===== src/rtl/selector41_rr.sv =====
// Round-robin 4-to-1 time-division selector: grants one requesting channel per
// fixed-length slot and drives the serial (oC, oS1, oS0) link to the far end.
module selector41_rr #(
    parameter int HOLD = 4
) (
    input  logic iClk,
    input  logic iRst,
    input  logic iEn,
    input  logic iZ0,
    input  logic iZ1,
    input  logic iZ2,
    input  logic iZ3,
    output logic oC,
    output logic oS1,
    output logic oS0,
    output logic oBusy,
    output logic oSlotEnd
);

    typedef enum logic {
        ST_IDLE = 1'b0,
        ST_HOLD = 1'b1
    } state_t;

    localparam logic [7:0] LAST = 8'(HOLD - 1);

    state_t      state_q, state_d;
    logic [3:0]  zr_q;
    logic [1:0]  ptr_q, ptr_d;
    logic [7:0]  cnt_q, cnt_d;
    logic [1:0]  sel_q, sel_d;
    logic        c_q, c_d;
    logic        slot_end_q, slot_end_d;
    logic [3:0]  req_s;
    logic [1:0]  start_s;
    logic        grant_s;

    // First requesting channel in rotation order starting at 'start'.
    function automatic logic [1:0] rr_pick(input logic [3:0] req, input logic [1:0] start);
        logic [1:0] idx;
        rr_pick = start;
        for (int k = 3; k >= 0; k--) begin
            idx = start + 2'(k);
            if (req[idx]) begin
                rr_pick = idx;
            end else begin
                rr_pick = rr_pick;
            end
        end
    endfunction

    assign req_s = ~zr_q;

    // Slot sequencing, arbitration and next output values.
    always_comb begin
        state_d    = state_q;
        ptr_d      = ptr_q;
        cnt_d      = cnt_q;
        sel_d      = sel_q;
        c_d        = c_q;
        slot_end_d = 1'b0;
        grant_s    = 1'b0;
        start_s    = ptr_q;
        case (state_q)
            ST_IDLE: begin
                c_d = 1'b1;
                if (iEn && (req_s != 4'b0000)) begin
                    grant_s = 1'b1;
                end else begin
                    state_d = ST_IDLE;
                end
            end
            ST_HOLD: begin
                c_d = zr_q[sel_q];
                if (cnt_q == LAST) begin
                    ptr_d   = sel_q + 2'd1;
                    start_s = sel_q + 2'd1;
                    if (iEn && (req_s != 4'b0000)) begin
                        grant_s = 1'b1;
                    end else begin
                        state_d = ST_IDLE;
                        c_d     = 1'b1;
                    end
                end else begin
                    cnt_d = cnt_q + 8'd1;
                end
            end
            default: begin
                state_d = ST_IDLE;
                c_d     = 1'b1;
            end
        endcase
        if (grant_s) begin
            sel_d   = rr_pick(req_s, start_s);
            state_d = ST_HOLD;
            cnt_d   = 8'd0;
            c_d     = zr_q[sel_d];
        end else begin
            sel_d = sel_d;
        end
        slot_end_d = (state_d == ST_HOLD) && (cnt_d == LAST);
    end

    // Input sampling stage and all registered state/outputs.
    always_ff @(posedge iClk or posedge iRst) begin
        if (iRst) begin
            state_q    <= ST_IDLE;
            zr_q       <= 4'b1111;
            ptr_q      <= 2'd0;
            cnt_q      <= 8'd0;
            sel_q      <= 2'd0;
            c_q        <= 1'b1;
            slot_end_q <= 1'b0;
        end else begin
            state_q    <= state_d;
            zr_q       <= {iZ3, iZ2, iZ1, iZ0};
            ptr_q      <= ptr_d;
            cnt_q      <= cnt_d;
            sel_q      <= sel_d;
            c_q        <= c_d;
            slot_end_q <= slot_end_d;
        end
    end

    assign oC       = c_q;
    assign oS1      = sel_q[1];
    assign oS0      = sel_q[0];
    assign oBusy    = (state_q == ST_HOLD);
    assign oSlotEnd = slot_end_q;

endmodule

===== config.mk =====
export PLATFORM = sky130hd
export DESIGN_NAME = selector41_rr
export DESIGN_NICKNAME = d
export VERILOG_FILES = /design/src/rtl/selector41_rr.sv
export SDC_FILE = /design/constraint.sdc
export NUM_CORES = 1
export LEC_CHECK = 0
export CAP_MARGIN = 15
export CORE_ASPECT_RATIO = 1.5
export CORE_MARGIN = 5
export CORE_UTILIZATION = 35
export CTS_BUF_LIST = sky130_fd_sc_hd__clkbuf_16
export DETAILED_ROUTE_END_ITERATION = 10
export PLACE_DENSITY = 0.63
export SETUP_SLACK_MARGIN = 0.2
export SLEW_MARGIN = 0
export SYNTH_ARGS = -nofsm -noshare
export SYNTH_HDL_FRONTEND = slang
export SYNTH_SLANG_ARGS = --single-unit

===== constraint.sdc =====
create_clock -name iClk -period 2.85 [get_ports iClk]
set_input_delay 0.4275 -clock iClk [delete_from_list [all_inputs] [get_ports iClk]]
set_output_delay 0.4275 -clock iClk [all_outputs]
set_load 0.02 [all_outputs]

Word-level counts from Yosys, hierarchy flattened. Cells that the tools add are included.

RAM bits: 0. Memories: 0. Memory bits (read-only): 0. Register bits after elaboration: 19. Latch bits: 0. Input bits: 7.

Multiply operators: 0. Add/subtract/negate cells: 5. Magnitude comparators: 6. Bitwise operators: 2. Divide/modulo/power cells: 0. Multiplexer cells: 32. Reduce and logical (&&, ||, !) cells: 3. Equality and inequality tests: 2. Shift-type cells: 0.

Operators by type and width (count): 8-bit 2-to-1 mux (3); 2-bit by 3-bit < comparator with 1-bit output, second input constant (6); 8-bit by 2-bit == test with 1-bit output, second input constant (2); 2-bit 2-to-1 mux (7); 1-bit 2-to-1 mux (13); 1-bit binary-select mux with 2-bit select (6); 8-bit by 1-bit adder with 8-bit output, second input constant (1); 1-bit case mux with 2 select lines (3); 2-bit by 1-bit adder with 2-bit output, second input constant (2); 2-bit adder, second input constant (2); 4-bit inverter (1); 4-bit nonzero test (1); 1-bit logical AND (2); 1-bit inverter (1).

Logic depth before layout (Yosys ltp).
Word-level depth: 14. Gate-level depth with buffers: 6. Depth with buffers taken out: 6.

Worst setup path before layout. Ideal clock, no wire load.

Kind: register -> register. Start: register cnt_q[0]. End: register sel_q[0]. Arrival: 1.583 ns. Period minus slack after synthesis: 1.679 ns. Setup slack: 1.171 ns. Stages on the path, launching flop included: 7. Required time: 2.755 ns. Path buffers: 0. Path through: dfrtp_1 > ha_1 > and2_1 > nand3_4 > mux2_4 > and3_2 > o31ai_1.

Longest elaborated chain between the ends: 11. Elaborated cells on any way between the ends: 21.

RTL lines: start, declared (RTL line 30) `logic [7:0] cnt_q, cnt_d;`; start signal, assigned (RTL line 118) `cnt_q <= cnt_d;`; 8-bit by 2-bit == test with 1-bit output * (RTL line 75) `if (cnt_q == LAST) begin`; 2-bit 2-to-1 mux (2 in a row); 2-bit adder (RTL line 43) `idx = start + 2'(k);`; 1-bit binary-select mux with 2-bit select (RTL line 44) `if (req[idx]) begin`; 1-bit 2-to-1 mux (implied by the code) (RTL line 44); 2-bit 2-to-1 mux (4 in a row) (RTL line 44); 2-bit 2-to-1 mux (RTL line 93) `if (grant_s) begin`; end signal, assigned (RTL line 119) `sel_q <= sel_d;`; end, declared (RTL line 31) `logic [1:0] sel_q, sel_d;`.

Every way passes the cells marked *; elsewhere a longest branch is shown, timed or not. The select of a mux whose other input is x is not followed. A chain may end at the register's enable or synchronous reset.

Worst setup path after layout. Ends and elaborated chain as after synthesis.

==> results.sh <==
export IMPL_wl_per_cell_um=13.9
export IMPL_drc=0
export IMPL_cp_max_fo=6
export IMPL_hp_class="flop to flop"
export IMPL_antenna_found_initial=0
export IMPL_path_clk_slew_ns=0.05
export IMPL_timing_final_hold_violations=0
export IMPL_worst_setup_path_end_kind="flop"
export IMPL_nets=120
export IMPL_postCtsSetupRepairBufs=0
export IMPL_critical_path_class="flop to flop"
export IMPL_route_vias_total=792
export IMPL_ys_seq_elements=19
export IMPL_drv_slew=0
export IMPL_powerDensity_nw_per_um2=972
export IMPL_grt_use_total_pct=12.5
export IMPL_holdBufCountCts=0
export IMPL_multi_input_area_sq_um=495
export IMPL_status="complete, no violations"
export IMPL_routed_wl_um=2050
export IMPL_drt_initial_drc_count=16
export IMPL_insertion_delay_ns=0.25
export IMPL_arrival_ns=2.02
export IMPL_worst_pin_slew_ns=0.704
export IMPL_pin_count=12
export IMPL_synthToLayoutAreaGrowth_pct=23.4
export IMPL_h_tree_depth=1
export IMPL_drive_above_1_share_pct=13.5
export IMPL_die_h_um=75.7
export IMPL_diodes=0
export IMPL_core_sq_um=2730
export IMPL_first_global_vias=830
export IMPL_placed_area_sq_um=1160
export IMPL_crit_slowest_cell="dfrtp_1"
export IMPL_ant_nets=0
export IMPL_grt_first_pass_wirelength_um=3620
export IMPL_slew_headroom_pct=53.0
export IMPL_path_cells="ha_1 > and2_1 > nand3_4 > nor3b_1 > or3_1 > o31ai_1"
export IMPL_start_kind="flop"
export IMPL_cts_resized=0
export IMPL_period_share_pct=65.4
export IMPL_via_per_inst=5.35
export IMPL_drt_pass1_iterations=4
export IMPL_rows=23
export IMPL_gp_congestion=0.912
export IMPL_slowest_delay_ns=0.40
export IMPL_postSynthCellCount=96
export IMPL_yosysWarnings=0
export IMPL_max_freq_ghz=0.537
export IMPL_dpl_hpwl_um=1580
export IMPL_gr_total_overflow=0
export IMPL_whs_ns=0.539
export IMPL_dieWidth_um=53.8
export IMPL_cts_sinks=19
export IMPL_final_cell_area_sq_um=1240
export IMPL_cts_tree="built"
export IMPL_required_ns=3.00
export IMPL_seq_area_sq_um=482
export IMPL_synth_area_per_cell_sq_um=10.5
export IMPL_rrSetupSlack_ns=0.99
export IMPL_rsz0062_at_grt="false"
export IMPL_ys_seq_area_share_pct=47.8
export IMPL_die_area_sq_um=4070
export IMPL_io_buffers=11
export IMPL_syn_num_nets=104
export IMPL_grt_max_degree=20
export IMPL_ir_worst_vdd_v=0.000538
export IMPL_layout_commonest_cell="dfrtp_1"
export IMPL_setup_viol_count_final=0
export IMPL_initial_utilization_pct=36.8
export IMPL_cts_root_buf="clkbuf_16"
export IMPL_final_cell_mix="dfrtp_1, clkdlybuf4s50_1, nand2_1"
export IMPL_drv_cap=0
export IMPL_netlist_area_sq_um=1010
export IMPL_max_clock_path_buffers=2
export IMPL_clock_skew_ns=0.00253
export IMPL_cts_made_buffers=3
export IMPL_post_route_min_period_ns=1.86
export IMPL_fillers=260
export IMPL_p_leak_nw=0.540
export IMPL_ys_types=33
export IMPL_fin_setup_tns_ns=0
==> cells by family (layout without fill, tap and decap cells) <==
| kind of cell | after synthesis | after routing | synth area share (%) |
|---|---|---|---|
| compound gates | 13 | 13 | 9.32 |
| flops | 19 | 19 | 47.8 |
| simple gates | 41 | 41 | 24.0 |
| xor+xnor | 8 | 8 | 6.96 |
| mux | 6 | 6 | 7.70 |
| fa+ha+maj | 1 | 1 | 1.24 |
| buf+inv | 8 | 23 | 2.98 |
==> flip-flops by register name, summed over array words and instances, names as in the netlist <==
signal,count
oC,1
sel_q,2
oBusy,1
cnt_q,8
ptr_q,2
zr_q,4
oSlotEnd,1
==> worst paths after layout <==
check / startpoint / to / cells after the start
worst max register to register: cnt_q[0] / sel_q[0] / 6
max in group asynchronous: iRst / cnt_q[1] / 2
min in group asynchronous: iRst / cnt_q[7] / 2
worst max-delay path: cnt_q[0] / sel_q[0] / 6
worst min-delay path: cnt_q[1] / cnt_q[1] / 2
worst min register to register: cnt_q[1] / cnt_q[1] / 2
==> final cells by class <==
| class | count | share of cell area, % |
|---|---|---|
| well taps | 37 | 3.73 |
| clock buffers | 3 | 6.04 |
| flip-flops and latches | 19 | 38.8 |
| repair buffers | 11 | 8.86 |
| clock inverters | 1 | 0.302 |
| multi-input cells | 69 | 39.9 |
| inverters | 8 | 2.42 |
==> where the power goes <==
part / switching (mW) / total (mW) / internal, mW
Sequential: 0.0934 / 0.448 / 0.355
Clock: 0.0943 / 0.281 / 0.186
Combinational: 0.254 / 0.479 / 0.225
==> worst max-delay path: cells and delay by family, from the launching register on <==
kind                       cells  cell delay [ns]
AOI/OAI and AO/OA              1             0.25
adders and majority gates      1             0.21
DFF                            1             0.40
and+or+nand+nor                4             0.89
==> metrics by stage <==
| stage | worst slack, ns | cells | total power [mW] | util, % |
|---|---|---|---|---|
| 3_3_place_gp | 0.977 | 144 | 0.918 | 42.6 |
| 5_1_grt | 0.855 | 148 | 1.30 | 45.4 |
| 4_1_cts | 0.974 | 148 | 1.22 | 45.4 |
| 6_report | 0.986 | 148 | 1.21 | 45.4 |
| 3_5_place_dp | 0.886 | 144 | 0.932 | 42.6 |
| 2_1_floorplan | 1.17 | 96 | 0.780 | - |
==> routing by layer <==
metal | global-route usage [%] | vias up | wire, um
li1 | - | 373 | -
met1 | 13.6 | 377 | 772
met2 | 21.0 | 35 | 1100
met3 | 3.33 | 7 | 121
met4 | 8.24 | 0 | 57
met5 | 0 | - | 0
==> synthesized netlist by cell type <==
master / instances / area (sq um)
dfrtp_1: 14 / 350
nand2_1: 10 / 37.5
nor2_1: 9 / 33.8
inv_1: 8 / 30.0
dfstp_2: 5 / 131
nand3_1: 5 / 25.0
mux2i_1: 4 / 40.0
nand4_1: 4 / 25.0
xnor2_1: 4 / 35.0
xor2_1: 4 / 35.0
a211oi_1: 2 / 15.0
and2_1: 2 / 12.5
nor3_4: 2 / 32.5
nor3b_1: 2 / 15.0
o21ai_0: 2 / 10.0
o31ai_1: 2 / 15.0
a2111oi_0: 1 / 8.76
a21oi_1: 1 / 5.00
a31o_2: 1 / 8.76
and3_2: 1 / 7.51
and4_1: 1 / 8.76
ha_1: 1 / 12.5
mux2_4: 1 / 15.0
mux4_2: 1 / 22.5
nand3_4: 1 / 17.5
nor2b_1: 1 / 6.26
nor3_1: 1 / 5.00
nor4b_1: 1 / 8.76
o21a_1: 1 / 7.51
o21ai_1: 1 / 5.00
o221ai_1: 1 / 8.76
o311a_1: 1 / 10.0
or3_1: 1 / 6.26
Note: power is estimated with default switching activity, not from simulation.
